===== config.mk =====
export PLATFORM = sky130hd
export DESIGN_NAME = sram_arbiter_flat
export DESIGN_NICKNAME = d
export VERILOG_FILES = /design/src/rtl/sram_arbiter_if.sv /design/src/rtl/sram_arbiter.sv /design/src/flat_wrapper.sv
export SDC_FILE = /design/constraint.sdc
export NUM_CORES = 1
export LEC_CHECK = 0
export BUFFER_PORTS_ARGS = -buffer_cell sky130_fd_sc_hd__clkbuf_2
export CAP_MARGIN = 10
export CORE_UTILIZATION = 40
export DETAILED_ROUTE_END_ITERATION = 6
export PLACE_DENSITY = 0.78
export SLEW_MARGIN = 20
export SYNTH_ARGS = -nofsm -noshare
export SYNTH_HDL_FRONTEND = slang
export SYNTH_SLANG_ARGS = --single-unit

===== constraint.sdc =====
create_clock -name clk -period 5.8 [get_ports clk]
set_input_delay 0.87 -clock clk [delete_from_list [all_inputs] [get_ports clk]]
set_output_delay 0.87 -clock clk [all_outputs]
set_load 0.02 [all_outputs]

===== src/rtl/sram_arbiter_if.sv =====
// sram_arbiter_if: CPU, video and SRAM-controller side signals of the
// two-client SRAM arbiter; slave = arbiter view, master = client view.
interface sram_arbiter_if #(
    parameter int AW = 18,
    parameter int DW = 16
);
    logic          cpu_req;
    logic          cpu_we;
    logic [AW-1:0] cpu_addr;
    logic [DW-1:0] cpu_wdata;
    logic          cpu_lb_n;
    logic          cpu_ub_n;
    logic [DW-1:0] cpu_rdata;
    logic          cpu_ack;
    logic          vid_req;
    logic [AW-1:0] vid_addr;
    logic [DW-1:0] vid_rdata;
    logic          vid_ack;
    logic [AW-1:0] sr_addr;
    logic [DW-1:0] sr_dataw;
    logic          sr_lb_n;
    logic          sr_ub_n;
    logic          sr_rd;
    logic          sr_we_n;
    logic [DW-1:0] sr_datar;

    modport slave (
        input  cpu_req, cpu_we, cpu_addr, cpu_wdata, cpu_lb_n, cpu_ub_n,
        output cpu_rdata, cpu_ack,
        input  vid_req, vid_addr,
        output vid_rdata, vid_ack,
        output sr_addr, sr_dataw, sr_lb_n, sr_ub_n, sr_rd, sr_we_n,
        input  sr_datar
    );

    modport master (
        output cpu_req, cpu_we, cpu_addr, cpu_wdata, cpu_lb_n, cpu_ub_n,
        input  cpu_rdata, cpu_ack,
        output vid_req, vid_addr,
        input  vid_rdata, vid_ack,
        input  sr_addr, sr_dataw, sr_lb_n, sr_ub_n, sr_rd, sr_we_n,
        output sr_datar
    );
endinterface


===== src/rtl/sram_arbiter.sv =====
// sram_arbiter: two-client (CPU / video) front end for the SRAM controller.
// Grants fixed-length slots, drives the rd / we_n strobes, returns data + ack.
module sram_arbiter #(
    parameter int AW   = 18,
    parameter int DW   = 16,
    parameter int SLOT = 6
) (
    input logic           clk,
    input logic           reset_n,
    sram_arbiter_if.slave bus
);
    localparam int CW = $clog2(SLOT + 1);
    localparam logic [CW-1:0] CNT_ONE  = CW'(1);
    localparam logic [CW-1:0] CNT_OFF  = CW'(SLOT - 1);
    localparam logic [CW-1:0] CNT_LAST = CW'(SLOT);

    typedef enum logic {
        IDLE,
        BUSY
    } state_t;

    state_t        state;
    state_t        state_nx;
    logic [CW-1:0] cnt;
    logic [CW-1:0] cnt_nx;
    logic          last_vid;
    logic          last_vid_nx;
    logic          srv_vid;
    logic          srv_vid_nx;
    logic          srv_we;
    logic          srv_we_nx;

    logic [AW-1:0] addr_q;
    logic [AW-1:0] addr_nx;
    logic [DW-1:0] dataw_q;
    logic [DW-1:0] dataw_nx;
    logic          lb_q;
    logic          lb_nx;
    logic          ub_q;
    logic          ub_nx;
    logic          rd_q;
    logic          rd_nx;
    logic          we_n_q;
    logic          we_n_nx;
    logic [DW-1:0] cpu_rdata_q;
    logic [DW-1:0] cpu_rdata_nx;
    logic [DW-1:0] vid_rdata_q;
    logic [DW-1:0] vid_rdata_nx;
    logic          cpu_ack_q;
    logic          cpu_ack_nx;
    logic          vid_ack_q;
    logic          vid_ack_nx;

    logic finish;
    logic can_grant;
    logic cpu_elig;
    logic vid_elig;
    logic grant_vid;
    logic grant_cpu;
    logic grant;

    // Slot end and arbitration; the client just served (or still acking)
    // is blanked so a registered client can drop req after its ack.
    assign finish    = (state == BUSY) && (cnt == CNT_LAST);
    assign can_grant = (state == IDLE) || finish;
    assign cpu_elig  = bus.cpu_req && !cpu_ack_q && !(finish && !srv_vid);
    assign vid_elig  = bus.vid_req && !vid_ack_q && !(finish && srv_vid);
    assign grant_vid = can_grant && vid_elig && (!cpu_elig || !last_vid);
    assign grant_cpu = can_grant && cpu_elig && !grant_vid;
    assign grant     = grant_vid || grant_cpu;

    // FSM state register: state, slot counter, served client, last winner.
    always_ff @(posedge clk or negedge reset_n) begin
        if (!reset_n) begin
            state    <= IDLE;
            cnt      <= '0;
            last_vid <= 1'b1;
            srv_vid  <= 1'b0;
            srv_we   <= 1'b0;
        end else begin
            state    <= state_nx;
            cnt      <= cnt_nx;
            last_vid <= last_vid_nx;
            srv_vid  <= srv_vid_nx;
            srv_we   <= srv_we_nx;
        end
    end

    // Next-state logic: count the slot, retire it, start a new one.
    always_comb begin
        state_nx    = state;
        cnt_nx      = cnt;
        last_vid_nx = last_vid;
        srv_vid_nx  = srv_vid;
        srv_we_nx   = srv_we;
        unique case (state)
            IDLE: begin
                cnt_nx = '0;
            end
            BUSY: begin
                if (finish) begin
                    state_nx    = IDLE;
                    cnt_nx      = '0;
                    last_vid_nx = srv_vid;
                end else begin
                    cnt_nx = cnt + CNT_ONE;
                end
            end
            default: begin
                state_nx = IDLE;
                cnt_nx   = '0;
            end
        endcase
        if (grant) begin
            state_nx   = BUSY;
            cnt_nx     = CNT_ONE;
            srv_vid_nx = grant_vid;
            srv_we_nx  = grant_cpu && bus.cpu_we;
        end
    end

    // Output logic: strobes, controller bus, read capture and acks.
    always_comb begin
        addr_nx      = addr_q;
        dataw_nx     = dataw_q;
        lb_nx        = lb_q;
        ub_nx        = ub_q;
        rd_nx        = rd_q;
        we_n_nx      = we_n_q;
        cpu_rdata_nx = cpu_rdata_q;
        vid_rdata_nx = vid_rdata_q;
        cpu_ack_nx   = 1'b0;
        vid_ack_nx   = 1'b0;
        if (state == BUSY && cnt == CNT_OFF) begin
            rd_nx   = 1'b0;
            we_n_nx = 1'b1;
        end
        if (finish) begin
            if (srv_vid) begin
                vid_ack_nx   = 1'b1;
                vid_rdata_nx = bus.sr_datar;
            end else begin
                cpu_ack_nx = 1'b1;
                if (!srv_we) begin
                    if (!lb_q) begin
                        cpu_rdata_nx[7:0] = bus.sr_datar[7:0];
                    end
                    if (!ub_q) begin
                        cpu_rdata_nx[DW-1:8] = bus.sr_datar[DW-1:8];
                    end
                end
            end
        end
        if (grant_vid) begin
            addr_nx  = bus.vid_addr;
            dataw_nx = '0;
            lb_nx    = 1'b0;
            ub_nx    = 1'b0;
            rd_nx    = 1'b1;
            we_n_nx  = 1'b1;
        end else if (grant_cpu) begin
            addr_nx  = bus.cpu_addr;
            dataw_nx = bus.cpu_wdata;
            lb_nx    = bus.cpu_lb_n;
            ub_nx    = bus.cpu_ub_n;
            rd_nx    = !bus.cpu_we;
            we_n_nx  = !bus.cpu_we;
        end
    end

    // Output registers; reset drops the strobes and abandons any slot.
    always_ff @(posedge clk or negedge reset_n) begin
        if (!reset_n) begin
            addr_q      <= '0;
            dataw_q     <= '0;
            lb_q        <= 1'b1;
            ub_q        <= 1'b1;
            rd_q        <= 1'b0;
            we_n_q      <= 1'b1;
            cpu_rdata_q <= '0;
            vid_rdata_q <= '0;
            cpu_ack_q   <= 1'b0;
            vid_ack_q   <= 1'b0;
        end else begin
            addr_q      <= addr_nx;
            dataw_q     <= dataw_nx;
            lb_q        <= lb_nx;
            ub_q        <= ub_nx;
            rd_q        <= rd_nx;
            we_n_q      <= we_n_nx;
            cpu_rdata_q <= cpu_rdata_nx;
            vid_rdata_q <= vid_rdata_nx;
            cpu_ack_q   <= cpu_ack_nx;
            vid_ack_q   <= vid_ack_nx;
        end
    end

    assign bus.sr_addr   = addr_q;
    assign bus.sr_dataw  = dataw_q;
    assign bus.sr_lb_n   = lb_q;
    assign bus.sr_ub_n   = ub_q;
    assign bus.sr_rd     = rd_q;
    assign bus.sr_we_n   = we_n_q;
    assign bus.cpu_rdata = cpu_rdata_q;
    assign bus.vid_rdata = vid_rdata_q;
    assign bus.cpu_ack   = cpu_ack_q;
    assign bus.vid_ack   = vid_ack_q;
endmodule


===== src/flat_wrapper.sv =====
// flat-port wrapper written by rule: the top's interface ports become plain ports
module sram_arbiter_flat 
#(
    parameter int AW   = 18,
    parameter int DW   = 16,
    parameter int SLOT = 6
)
  (clk, reset_n, bus_cpu_req, bus_cpu_we, bus_cpu_addr, bus_cpu_wdata, bus_cpu_lb_n, bus_cpu_ub_n, bus_cpu_rdata, bus_cpu_ack, bus_vid_req, bus_vid_addr, bus_vid_rdata, bus_vid_ack, bus_sr_addr, bus_sr_dataw, bus_sr_lb_n, bus_sr_ub_n, bus_sr_rd, bus_sr_we_n, bus_sr_datar);
  sram_arbiter_if #(.AW(AW), .DW(DW)) bus_i ();
  input logic clk;
  input logic reset_n;
  input wire logic [$bits(bus_i.cpu_req)-1:0] bus_cpu_req;
  input wire logic [$bits(bus_i.cpu_we)-1:0] bus_cpu_we;
  input wire logic [$bits(bus_i.cpu_addr)-1:0] bus_cpu_addr;
  input wire logic [$bits(bus_i.cpu_wdata)-1:0] bus_cpu_wdata;
  input wire logic [$bits(bus_i.cpu_lb_n)-1:0] bus_cpu_lb_n;
  input wire logic [$bits(bus_i.cpu_ub_n)-1:0] bus_cpu_ub_n;
  output wire logic [$bits(bus_i.cpu_rdata)-1:0] bus_cpu_rdata;
  output wire logic [$bits(bus_i.cpu_ack)-1:0] bus_cpu_ack;
  input wire logic [$bits(bus_i.vid_req)-1:0] bus_vid_req;
  input wire logic [$bits(bus_i.vid_addr)-1:0] bus_vid_addr;
  output wire logic [$bits(bus_i.vid_rdata)-1:0] bus_vid_rdata;
  output wire logic [$bits(bus_i.vid_ack)-1:0] bus_vid_ack;
  output wire logic [$bits(bus_i.sr_addr)-1:0] bus_sr_addr;
  output wire logic [$bits(bus_i.sr_dataw)-1:0] bus_sr_dataw;
  output wire logic [$bits(bus_i.sr_lb_n)-1:0] bus_sr_lb_n;
  output wire logic [$bits(bus_i.sr_ub_n)-1:0] bus_sr_ub_n;
  output wire logic [$bits(bus_i.sr_rd)-1:0] bus_sr_rd;
  output wire logic [$bits(bus_i.sr_we_n)-1:0] bus_sr_we_n;
  input wire logic [$bits(bus_i.sr_datar)-1:0] bus_sr_datar;
  assign bus_i.cpu_req = bus_cpu_req;
  assign bus_i.cpu_we = bus_cpu_we;
  assign bus_i.cpu_addr = bus_cpu_addr;
  assign bus_i.cpu_wdata = bus_cpu_wdata;
  assign bus_i.cpu_lb_n = bus_cpu_lb_n;
  assign bus_i.cpu_ub_n = bus_cpu_ub_n;
  assign bus_cpu_rdata = bus_i.cpu_rdata;
  assign bus_cpu_ack = bus_i.cpu_ack;
  assign bus_i.vid_req = bus_vid_req;
  assign bus_i.vid_addr = bus_vid_addr;
  assign bus_vid_rdata = bus_i.vid_rdata;
  assign bus_vid_ack = bus_i.vid_ack;
  assign bus_sr_addr = bus_i.sr_addr;
  assign bus_sr_dataw = bus_i.sr_dataw;
  assign bus_sr_lb_n = bus_i.sr_lb_n;
  assign bus_sr_ub_n = bus_i.sr_ub_n;
  assign bus_sr_rd = bus_i.sr_rd;
  assign bus_sr_we_n = bus_i.sr_we_n;
  assign bus_i.sr_datar = bus_sr_datar;
  sram_arbiter #(.AW(AW), .DW(DW), .SLOT(SLOT)) u_core (.clk(clk), .reset_n(reset_n), .bus(bus_i));
endmodule

# ---- Word level (Yosys, flattened, before mapping)
# Index checks and enable logic that the tools add are counted.
dict set report word_totals {
  register_bits 79
  wordCells 79
}
dict set report classes {
  add_sub_neg 1
  eq_ne 2
  muxes 24
  bitwise_logic 5
  n_reduce_logical 31
}
# cell n
set ops {}
lappend ops {{two-way mux 18 bit} 2}
lappend ops {{two-way mux 16 bit} 2}
lappend ops {{two-way mux 1 bit} 17}
lappend ops {{logical AND 1 bit} 13}
lappend ops {{logical NOT 1 bit} 9}
lappend ops {{AND reduction 4 bit} 2}
lappend ops {{equality test 3 bit, second input constant} 2}
lappend ops {{two-way mux 3 bit} 2}
lappend ops {{one-hot mux 3 bit (2 select lines)} 1}
lappend ops {{NOT 1 bit} 5}
lappend ops {{AND reduction 2 bit} 2}
lappend ops {{adder 3 x 1 -> 3 bit, second input constant} 1}
lappend ops {{logical OR 1 bit} 3}
lappend ops {{nonzero test 3 bit} 1}
lappend ops {{nonzero test 2 bit} 1}

# ---- Logic depth before layout (Yosys ltp)
# Gate-level depths: netlist of run 1.
dict set report depth {
  ltp_word 12
  ltp_mapped 8
  depth_no_buf 6
}

# ---- Worst setup path after synthesis of run 1
# OpenSTA, ideal clock, no wires.
dict set report synth_path {
  path_type {input to register}
  start {in bus_cpu_req}
  end {reg u_core.addr_q[0] (netlist: u_core.bus.sr_addr[0])}
  setup_time_ps 126
  arrival_ps 1873
  required_ps 5674
  slack_ps 3801
  cell_stages 6
  path_buffers 2
  path_cell_list {inv_1 a211o_1 and2_1 buf_6 buf_6 a221o_1}
}
dict set report synth_between {
  elab_chain_cells 8
}
# item line_no
set synth_rtl {}
lappend synth_rtl {{start: declaration} flat_wrapper.sv:12} ;# input wire logic [$bits(bus_i.cpu_req)-1:0] bus_cpu_req;
lappend synth_rtl {{logical AND 1 bit * (2 in a row)} sram_arbiter.sv:66} ;# assign cpu_elig = bus.cpu_req && !cpu_ack_q && !(finish && !srv_vid);
lappend synth_rtl {{logical NOT 1 bit} sram_arbiter.sv:68} ;# assign grant_vid = can_grant && vid_elig && (!cpu_elig || !last_vid);
lappend synth_rtl {{logical OR 1 bit} sram_arbiter.sv:68}
lappend synth_rtl {{logical AND 1 bit} sram_arbiter.sv:68}
lappend synth_rtl {{logical NOT 1 bit} sram_arbiter.sv:69} ;# assign grant_cpu = can_grant && cpu_elig && !grant_vid;
lappend synth_rtl {{logical AND 1 bit} sram_arbiter.sv:69}
lappend synth_rtl {{nonzero test 2 bit (no line)} n/a}
lappend synth_rtl {{end signal: assignment} sram_arbiter.sv:185} ;# addr_q <= addr_nx;
lappend synth_rtl {{end: declaration} sram_arbiter.sv:33} ;# logic [AW-1:0] addr_q;
# Every way passes the cells marked *; elsewhere a longest branch is shown, timed or not.
# A chain may end at the register's enable or synchronous reset.

# ---- Final worst setup path of run 1
dict set report layout_path {
  start {reg u_core.cnt[0]}
  end {reg u_core.addr_q[6] (netlist: u_core.bus.sr_addr[6])}
}
dict set report layout_between {
  elab_chain_cells 11
}
# item line_no
set layout_rtl {}
lappend layout_rtl {{start: declaration} sram_arbiter.sv:24} ;# logic [CW-1:0] cnt;
lappend layout_rtl {{start signal: assignment} sram_arbiter.sv:82} ;# cnt <= cnt_nx;
lappend layout_rtl {{equality test 3 bit *} sram_arbiter.sv:64} ;# assign finish = (state == BUSY) && (cnt == CNT_LAST);
lappend layout_rtl {{logical AND 1 bit *} sram_arbiter.sv:64}
lappend layout_rtl {{logical AND 1 bit} sram_arbiter.sv:66}
lappend layout_rtl {{logical NOT 1 bit} sram_arbiter.sv:66}
lappend layout_rtl {{logical AND 1 bit} sram_arbiter.sv:66}
lappend layout_rtl {{logical NOT 1 bit} sram_arbiter.sv:68}
lappend layout_rtl {{logical OR 1 bit} sram_arbiter.sv:68}
lappend layout_rtl {{logical AND 1 bit} sram_arbiter.sv:68}
lappend layout_rtl {{logical NOT 1 bit} sram_arbiter.sv:69}
lappend layout_rtl {{logical AND 1 bit} sram_arbiter.sv:69}
lappend layout_rtl {{nonzero test 2 bit (no line)} n/a}
# Marks and branches as above.

==> results of run 1 <==
-- how the worst min path moves through the flow --
| stage | from | end | slack (ns) | cells after the start |
|---|---|---|---|---|
| 6_report | reset_n | u_core.bus.sr_dataw[9] | 0.45 | 1 |
| 3_5_place_dp | u_core.bus.vid_rdata[3] | u_core.bus.vid_rdata[3] | 0.46 | 2 |
| 4_1_cts | u_core.last_vid | u_core.last_vid | 0.48 | 2 |
| 3_3_place_gp | u_core.bus.vid_rdata[0] | u_core.bus.vid_rdata[0] | 0.46 | 2 |
| 5_1_grt | reset_n | u_core.bus.sr_dataw[13] | 0.45 | 1 |
| 2_1_floorplan | u_core.last_vid | u_core.last_vid | 0.44 | 2 |
-- state kept, by name, indices dropped and copies added (netlist names), 3 cells and up --
signal,count
u_core.bus.cpu_rdata,16
u_core.bus.sr_addr,18
u_core.bus.sr_dataw,16
u_core.bus.vid_rdata,16
u_core.cnt,3
-- cells by family after synthesis --
family | count (synthesis) | share of synthesized area
AOI/OAI and AO/OA | 44 | 0.1285
adders and majority gates | 3 | 0.01172
buffers and inverters | 22 | 0.04256
DFF | 79 | 0.6185
muxes | 18 | 0.06247
and+or+nand+nor | 86 | 0.1363
-- worst reg2reg max path, cell delays in order, from the launching register on --
cell and delay, ns:
dfrtp_1 0.42, inv_1 0.07, ha_1 0.31, nand3_1 0.12, a211o_1 0.36, o21ba_1 0.61, buf_4 0.37, a221o_1 0.19
-- layer usage --
metal | GRT usage | share of wire | up-vias | wire length, um
met5 | 0 | 0 | - | 0
met3 | 0.05611 | 0.071 | 10 | 541
met1 | 0.2254 | 0.42 | 1230 | 3197
met4 | 0.08730 | 0.016 | 0 | 125
li1 | - | - | 1172 | -
met2 | 0.3195 | 0.49 | 96 | 3787
-- report_power, final --
part | total, uW | switching, uW | internal (uW)
registers | 1010 | 179 | 828
clock network | 362 | 196 | 167
logic | 1040 | 617 | 419
total | 2410 | 991 | 1410
-- layout make-up --
cell class              count  share of cell area
multi-input cells         151              0.2622
well taps                 102             0.03047
clock inverters             5            0.008065
inverters                   6            0.005376
repair buffers            150              0.1870
flip-flops and latches     79              0.4731
clock buffers              11             0.03375
-- per-stage QoR --
stage | setup slack, ns | instances | total power (uW)
after detailed placement | 3.269 | 487 | 2064
after global placement | 3.334 | 487 | 2019
final | 3.287 | 504 | 2405
after global routing | 3.088 | 504 | 2562
after CTS | 3.266 | 503 | 2434
after floorplan | 3.801 | 252 | 1701
-- cells in the final DEF, fill, tap and decap left out, types with 2 or more instances in the layout --
cell and count:
a211o_1 2, a221o_1 18, a22o_1 18, and2_1 19
buf_4 4, clkbuf_2 145, clkbuf_8 10, clkinv_2 2
clkinvlp_4 2, dfrtp_1 75, dfstp_2 4, ha_1 3
inv_1 5, mux2_2 16, mux2i_1 2, nand2_1 53
nand3_1 3, nor2_1 5, nor4_4 2
==> out/summary.json, run 1 <==
{
  "yosysUniqueCellTypes": 29,
  "cts_buffers": 9,
  "synthFlopType": "dfrtp_1",
  "coreArea_um2": 7727,
  "fillers": 705,
  "number_of_sinks_on_the_clock_net": 79,
  "via_per_inst": 4.976,
  "synth.ff_latch_count": 79,
  "power_density_nw_per_um2": 574.1,
  "grt_setup_unrepaired": "false",
  "final_min_period_over_clock_period": 0.4332,
  "endpoint": "u_core.bus.sr_addr[6]",
  "cts_root_buf": "clkbuf_8",
  "maxCapViolations": 0,
  "ant_nets": 0,
  "critPathLaunch": "u_core.cnt[0]",
  "post-synth-top-count-cell": "dfrtp_1",
  "first_iter_violations": 101,
  "netlist_area_um2": 3204,
  "route.final.wire_length_um": 7651,
  "gp_congestion": 0.7532,
  "floorplan.initialDensity": 0.4147,
  "fin_crit_period_ns": 2.513,
  "worst-endpoint-required_ns": 6.07,
  "design.die.area_um2": 8373,
  "postPlaceCellArea_um2": 3986,
  "die_h_um": 91.51,
  "dpl.hpwl_um": 5489,
  "synth_enable_flop_cells": 0,
  "clk_pin_slew_ns": 0.08,
  "critical_path.top_delay_family": "compound AO/OA/AOI/OAI gates",
  "die_span_x_um": 91.51,
  "timing.hold.ws_ns": 0.4507,
  "crit_chain": "inv_1, ha_1, nand3_1, a211o_1, o21ba_1, buf_4, a221o_1",
  "synth_sequential_area_ratio": 0.6185,
  "rows": 32,
  "synth_commonest_cells": "75 x dfrtp_1, 53 x nand2_1, 19 x and2_1",
  "timing.reg2reg.setup_slack_ns": 3.29,
  "synth_fp_nets": 330,
  "finClkSkew_ns": 0.007416,
  "worstRegToRegCells": 7,
  "startpoint_class": "flop",
  "post_synth_inst_count": 252,
  "pin_count": 147,
  "grt_use_total": 0.1908,
  "crit_fanout": 23,
  "final_max_slew_viol_count": 0,
  "synth.area.top_cells": "dfrtp_1 59%, nand2_1 6.2%, a221o_1 5.6%, mux2_2 5.6%, a22o_1 4.9%",
  "finalInstanceArea_um2": 4189,
  "grt_first_pass_wirelength_um": 12300,
  "h_tree_depth": 3,
  "drcViolationCount": 0,
  "max_stage_delay_ns": 0.61,
  "cts_tree": "yes",
  "timing_worst_setup_path_type": "flop to flop",
  "timing.fmax_ghz": 0.3980,
  "postSynth.asyncResetShare": 1.000,
  "crit-reg2reg-capture": "u_core.bus.sr_addr[6]",
  "placement.io_buffers": 146,
  "fraction_of_final_layout_cells_sized_beyond_drive_strength_1": 0.4701,
  "min-delay-path-class": "primary input to async pin",
  "yosysWarnings": 0,
  "hold_violations": 0,
  "grt_max_degree": 80,
  "regToRegStartpoint": "u_core.cnt[0]",
  "timing.critical_path.depth": 7,
  "resized_gates_after_cts": 0,
  "multi_input_comb_area_um2": 1099,
  "totalNegativeSetupSlack_ns": 0,
  "syn_avg_cell_area_um2": 12.72,
  "drt-wirelength-per-cell_um": 15.18,
  "number_of_global_route_vias_before_repair": 2522,
  "outcome": "complete, no violations",
  "dr_total_vias": 2508,
  "max_slew_margin": 0.3634,
  "num-nets-final": 475,
  "antenna_found_initial": 0,
  "worst_ir_drop_vdd_mv": 0.2258,
  "utilization": 0.5421,
  "total_leakage_power_uw": 0.002239,
  "antennaDiodeCount": 0,
  "cts_max_path_buffers": 2,
  "timing.final.setup_violations": 0,
  "worst-path-buf-inv": 2,
  "post_cts_setup_repair_bufs": 0,
  "seq_area_um2": 1982,
  "cts-hold-fix-buffers": 0,
  "critical_path.endpoint_type": "flop",
  "tightestPinTransition_ns": 0.9549,
  "clock_insertion_delay_worst_skew_ns": 0.33,
  "cp_data_arrival_time_ns": 2.78,
  "first_pass_iteration_count_of_the_detailed_router": 4,
  "crit_slowest_cell": "o21ba_1",
  "flow.area_growth_from_synthesis_pct": 30.73,
  "yosys.area.top_type_share": 0.5857,
  "synthDominantAreaCellType": "dfrtp_1",
  "globalRouteOverflowTotal": 0
}
Note: power is estimated with default switching activity, not from simulation.
==> run 2: changes to the inputs <==
--- a/config.mk
+++ b/config.mk
@@ -9,7 +9,7 @@
 export CAP_MARGIN = 10
 export CORE_UTILIZATION = 40
 export DETAILED_ROUTE_END_ITERATION = 6
-export PLACE_DENSITY = 0.78
+export PLACE_DENSITY = 0.81
 export SLEW_MARGIN = 20
 export SYNTH_ARGS = -nofsm -noshare
 export SYNTH_HDL_FRONTEND = slang
==> constraint.sdc (replaced) <==
create_clock -name clk -period 2.06 [get_ports clk]
set_input_delay 0.309 -clock clk [delete_from_list [all_inputs] [get_ports clk]]
set_output_delay 0.309 -clock clk [all_outputs]
set_load 0.02 [all_outputs]
==> out/summary.json, run 2 (synthesized netlist as in run 1, its figures left out) <==
{
  "timing.reg2reg.setup_slack_ns": 0.08,
  "flow.area_growth_from_synthesis_pct": 34.13,
  "globalRouteOverflowTotal": 0,
  "resized_gates_after_cts": 0,
  "crit_chain": "inv_1, ha_1, nand3_1, a211o_1, and2_1, buf_12, a221o_1",
  "cts_buffers": 9,
  "clk_pin_slew_ns": 0.08,
  "number_of_sinks_on_the_clock_net": 79,
  "num-nets-final": 485,
  "grt_first_pass_wirelength_um": 12620,
  "rows": 32,
  "clock_insertion_delay_worst_skew_ns": 0.34,
  "grt_use_total": 0.1930,
  "max_slew_margin": 0.6641,
  "cp_data_arrival_time_ns": 2.19,
  "tightestPinTransition_ns": 0.5039,
  "totalNegativeSetupSlack_ns": 0,
  "grt_setup_unrepaired": "false",
  "timing.fmax_ghz": 0.5059,
  "hold_path_depth": 2,
  "cts_root_buf": "clkbuf_8",
  "max_stage_delay_ns": 0.38,
  "ant_nets": 0,
  "hold_violations": 0,
  "critical_path.endpoint_type": "flop",
  "gp_congestion": 0.7447,
  "antennaDiodeCount": 0,
  "dpl.hpwl_um": 5633,
  "met2RoutedLength_um": 3728,
  "via_per_inst": 4.996,
  "fin_crit_period_ns": 1.977,
  "placement.io_buffers": 146,
  "grt_max_degree": 42,
  "worst-path-buf-inv": 2,
  "cts_max_path_buffers": 2,
  "first_pass_iteration_count_of_the_detailed_router": 4,
  "first_iter_violations": 99,
  "multi_input_comb_area_um2": 1086,
  "worst-endpoint-required_ns": 2.28,
  "pin_count": 147,
  "route.final.wire_length_um": 7771,
  "worst_ir_drop_vdd_mv": 0.7380,
  "cts_tree": "yes",
  "seq_area_um2": 1982,
  "dr.max_layer_used": "met4",
  "timing.final.setup_violations": 0,
  "cts-hold-fix-buffers": 1,
  "met3RoutedLength_um": 536,
  "post_cts_setup_repair_bufs": 0,
  "fillers": 681,
  "worstRegToRegCells": 7,
  "fraction_of_final_layout_cells_sized_beyond_drive_strength_1": 0.4782,
  "hold_path_startpoint": "bus_cpu_we",
  "drcViolationCount": 0,
  "final_min_period_over_clock_period": 0.9596,
  "met1_length_um": 3409,
  "largest_register_ff_count": 18,
  "finClkSkew_ns": 0.01085,
  "outcome": "complete, no violations",
  "h_tree_depth": 3,
  "critPathLaunch": "u_core.cnt[0]",
  "antenna_found_initial": 0,
  "startpoint_class": "flop",
  "drt-wirelength-per-cell_um": 15.12,
  "timing.critical_path.depth": 7,
  "utilization": 0.5562,
  "design.die.area_um2": 8373,
  "maxCapViolations": 0,
  "power_density_nw_per_um2": 1634,
  "total_leakage_power_uw": 0.002309,
  "coreArea_um2": 7727,
  "die_h_um": 91.51,
  "dr_total_vias": 2568,
  "crit_slowest_cell": "dfrtp_1",
  "mostFrequentLayoutCell": "clkbuf_2",
  "critical_path.top_delay_family": "compound AO/OA/AOI/OAI gates",
  "hold_end": "u_core.bus.sr_we_n",
  "crit-reg2reg-capture": "u_core.bus.sr_addr[3]",
  "number_of_global_route_vias_before_repair": 2626,
  "timing.hold.ws_ns": 0.1642,
  "final_max_slew_viol_count": 0,
  "floorplan.initialDensity": 0.4147,
  "die_span_x_um": 91.51,
  "commonest_cells_after_routing_fill_and_taps_aside": "145 x clkbuf_2, 75 x dfrtp_1, 53 x nand2_1",
  "min-delay-path-class": "primary input to flop",
  "regToRegStartpoint": "u_core.cnt[0]",
  "crit_fanout": 36,
  "timing_worst_setup_path_type": "flop to flop"
}
==> run 2: per-stage QoR <==
| step | worst slack, ns | cell area (um^2) | instances | power [uW] |
|---|---|---|---|---|
| detailed placement | 0.09063 | 4086 | 497 | 5915 |
| global route | 0.002393 | 4298 | 514 | 7467 |
| floorplan | 0.07768 | 3204 | 252 | 4789 |
| global placement | 0.1504 | 4086 | 497 | 5795 |
| finish | 0.08313 | 4298 | 514 | 7024 |
| CTS | 0.07857 | 4298 | 514 | 7109 |
==> run 2: worst register-to-register path: cells and delay by family, from the launching register on <==
family / cells / cell delay (ns)
compound gates: 2 / 0.74
buf+inv: 2 / 0.24
fa+ha+maj: 1 / 0.23
flops: 1 / 0.38
simple gates: 2 / 0.29
==> run 2: worst max path at each step <==
stage / to / slack (ns)
5_1_grt: u_core.bus.sr_addr[11] / 0.002
6_report: u_core.bus.sr_addr[3] / 0.08
3_5_place_dp: u_core.bus.sr_addr[11] / 0.09
2_1_floorplan: u_core.bus.sr_addr[0] / 0.08
3_3_place_gp: u_core.bus.sr_addr[0] / 0.15
4_1_cts: u_core.bus.sr_addr[4] / 0.08
==> run 2: layer usage <==
| metal | global-route usage | vias to the layer above |
|---|---|---|
| met4 | 0.07937 | 0 |
| met3 | 0.04104 | 8 |
| li1 | - | 1196 |
| met5 | 0 | - |
| met1 | 0.2484 | 1253 |
| met2 | 0.3158 | 111 |
==> run 2: where the power goes <==
part           internal, uW  switching [uW]  total, uW  leakage [uW]
combinational          1270            1780       3040       0.00124
sequential             2330             484       2820      0.000974
clock                   626             539       1170     0.0000996
total                  4220            2800       7020       0.00231
==> run 2: final cells by class <==
class | instances | share of cell area
tap | 102 | 0.02969
clock inverter | 3 | 0.009898
multi-input combinational | 151 | 0.2527
clock buffer | 13 | 0.03697
sequential | 79 | 0.4611
inverter | 6 | 0.005240
timing repair buffer | 160 | 0.2044
==> run 3: changes to the inputs <==
--- a/config.mk
+++ b/config.mk
@@ -7,9 +7,10 @@
 export LEC_CHECK = 0
 export BUFFER_PORTS_ARGS = -buffer_cell sky130_fd_sc_hd__clkbuf_2
 export CAP_MARGIN = 10
-export CORE_UTILIZATION = 40
+export CORE_UTILIZATION = 42
 export DETAILED_ROUTE_END_ITERATION = 6
-export PLACE_DENSITY = 0.81
+export PLACE_DENSITY = 0.84
+export SETUP_SLACK_MARGIN = 0.1
 export SLEW_MARGIN = 20
 export SYNTH_ARGS = -nofsm -noshare
 export SYNTH_HDL_FRONTEND = slang
==> out/summary.json, run 3 (synthesized netlist as in run 1, its figures left out) <==
{
  "seq_area_um2": 1982,
  "cts_root_buf": "clkbuf_8",
  "finClkSkew_ns": 0.007159,
  "fin_crit_period_ns": 1.876,
  "grt_setup_unrepaired": "true",
  "fillers": 625,
  "fraction_of_final_layout_cells_sized_beyond_drive_strength_1": 0.4928,
  "placement.io_buffers": 146,
  "timing.final.setup_violations": 0,
  "clock_insertion_delay_worst_skew_ns": 0.35,
  "number_of_global_route_vias_before_repair": 2475,
  "commonest_cells_after_routing_fill_and_taps_aside": "145 x clkbuf_2, 75 x dfrtp_1, 53 x nand2_1",
  "first_iter_violations": 107,
  "drt-wirelength-per-cell_um": 14.96,
  "gp_congestion": 0.7688,
  "startpoint_class": "flop",
  "largest_register_ff_count": 18,
  "hold_path_depth": 2,
  "flow.area_growth_from_synthesis_pct": 35.26,
  "antennaDiodeCount": 0,
  "number_of_sinks_on_the_clock_net": 79,
  "globalRouteOverflowTotal": 0,
  "cts_max_path_buffers": 2,
  "crit_fanout": 16,
  "die_span_x_um": 89.35,
  "worst_ir_drop_vdd_mv": 0.8027,
  "grt_use_total": 0.1961,
  "outcome": "complete, no violations",
  "pin_count": 147,
  "min-delay-path-class": "primary input to flop",
  "hold_violations": 0,
  "cts_buffers": 9,
  "drcViolationCount": 0,
  "num-nets-final": 487,
  "critical_path.endpoint_type": "flop",
  "dpl.hpwl_um": 5655,
  "maxCapViolations": 0,
  "utilization": 0.5912,
  "total_leakage_power_uw": 0.002323,
  "timing.fmax_ghz": 0.5332,
  "h_tree_depth": 3,
  "final_min_period_over_clock_period": 0.9104,
  "multi_input_comb_area_um2": 1120,
  "antenna_found_initial": 0,
  "timing_worst_setup_path_type": "flop to flop",
  "coreArea_um2": 7331,
  "max_slew_margin": 0.5894,
  "cts_tree": "yes",
  "ant_nets": 0,
  "worstRegToRegCells": 7,
  "first_pass_iteration_count_of_the_detailed_router": 4,
  "final_max_slew_viol_count": 0,
  "via_per_inst": 5.033,
  "clk_pin_slew_ns": 0.09,
  "power_density_nw_per_um2": 1637,
  "grt_max_degree": 49,
  "tightestPinTransition_ns": 0.6159,
  "die_h_um": 89.35,
  "floorplan.initialDensity": 0.4371,
  "worst-endpoint-required_ns": 2.30,
  "grt_first_pass_wirelength_um": 11690,
  "route.final.wire_length_um": 7673,
  "rows": 31,
  "totalNegativeSetupSlack_ns": 0,
  "cp_data_arrival_time_ns": 2.11,
  "dr_total_vias": 2582,
  "mostFrequentLayoutCell": "clkbuf_2",
  "design.die.area_um2": 7983
}
-- run 3: cell count changes in the layout (fill, tap and decap cells not counted), moves of 2 or more --
cell / delta
buf_12: -2
clkbuf_1: -2
clkbuf_8: -2
buf_6: +2
inv_6: +4
-- run 3: power by group --
group / total [uW] / switching (uW) / internal, uW
registers: 2830 / 498 / 2330
clock network: 1180 / 603 / 577
logic: 3090 / 1790 / 1300
total: 7100 / 2890 / 4200
-- run 3: layout make-up --
type,count,area share
clock inverter,7,0.01819
inverter,6,0.005196
sequential,79,0.4573
clock buffer,9,0.02858
tap,99,0.02858
timing repair buffer,162,0.2038
multi-input combinational,151,0.2584
-- run 3: per-stage QoR --
stage / worst slack, ns / cells / total power (uW) / hold WS [ns] / area [um^2]
floorplan: 0.1259 / 252 / 4793 / 0.01341 / 3207
global placement: 0.08580 / 493 / 5757 / 0.3559 / 4065
detailed placement: 0.01784 / 493 / 5884 / 0.3666 / 4065
CTS: 0.1073 / 511 / 7129 / 0.1184 / 4299
global route: 0.08122 / 513 / 7576 / 0.1125 / 4334
finish: 0.1845 / 513 / 7095 / 0.1333 / 4334
-- run 3: path summary, 6_finish.rpt --
kind,from,endpoint,slack (ns)
worst min register to register,u_core.bus.vid_rdata[10],u_core.bus.vid_rdata[10],0.48
max in group asynchronous,reset_n,u_core.bus.sr_addr[15],0.96
min in group asynchronous,reset_n,u_core.bus.cpu_rdata[15],0.51
worst max register to register,u_core.cnt[0],u_core.bus.sr_addr[14],0.18
worst max-delay path,u_core.cnt[0],u_core.bus.sr_addr[14],0.18
worst min-delay path,bus_cpu_we,u_core.bus.sr_we_n,0.13
-- run 3: worst max-delay path, stage by stage, from the launching register on --
cell and delay (ns):
dfrtp_1 0.38, inv_1 0.09, ha_4 0.18, nand3b_4 0.09, a211o_1 0.30, o21ba_1 0.21
buf_4 0.20, a221o_1 0.31
-- run 3: what timing repair did --
| action | 4_1_cts | 5_1_grt |
|---|---|---|
| buffers inserted | 1 | 2 |
| pin swaps | 1 | 2 |
| resized for setup | 2 | 5 |
| hold buffers | 1 | 0 |
| endpoints found under the hold margin | 43 | 0 |
| endpoints found under the setup margin | 19 | 18 |
-- run 3: per-layer routing --
layer,vias up,share of wire,track usage
met4,0,0.0096,0.05483
met1,1265,0.42,0.2306
met2,107,0.48,0.3345
met3,9,0.093,0.07664
met5,-,0,0
li1,1201,-,-
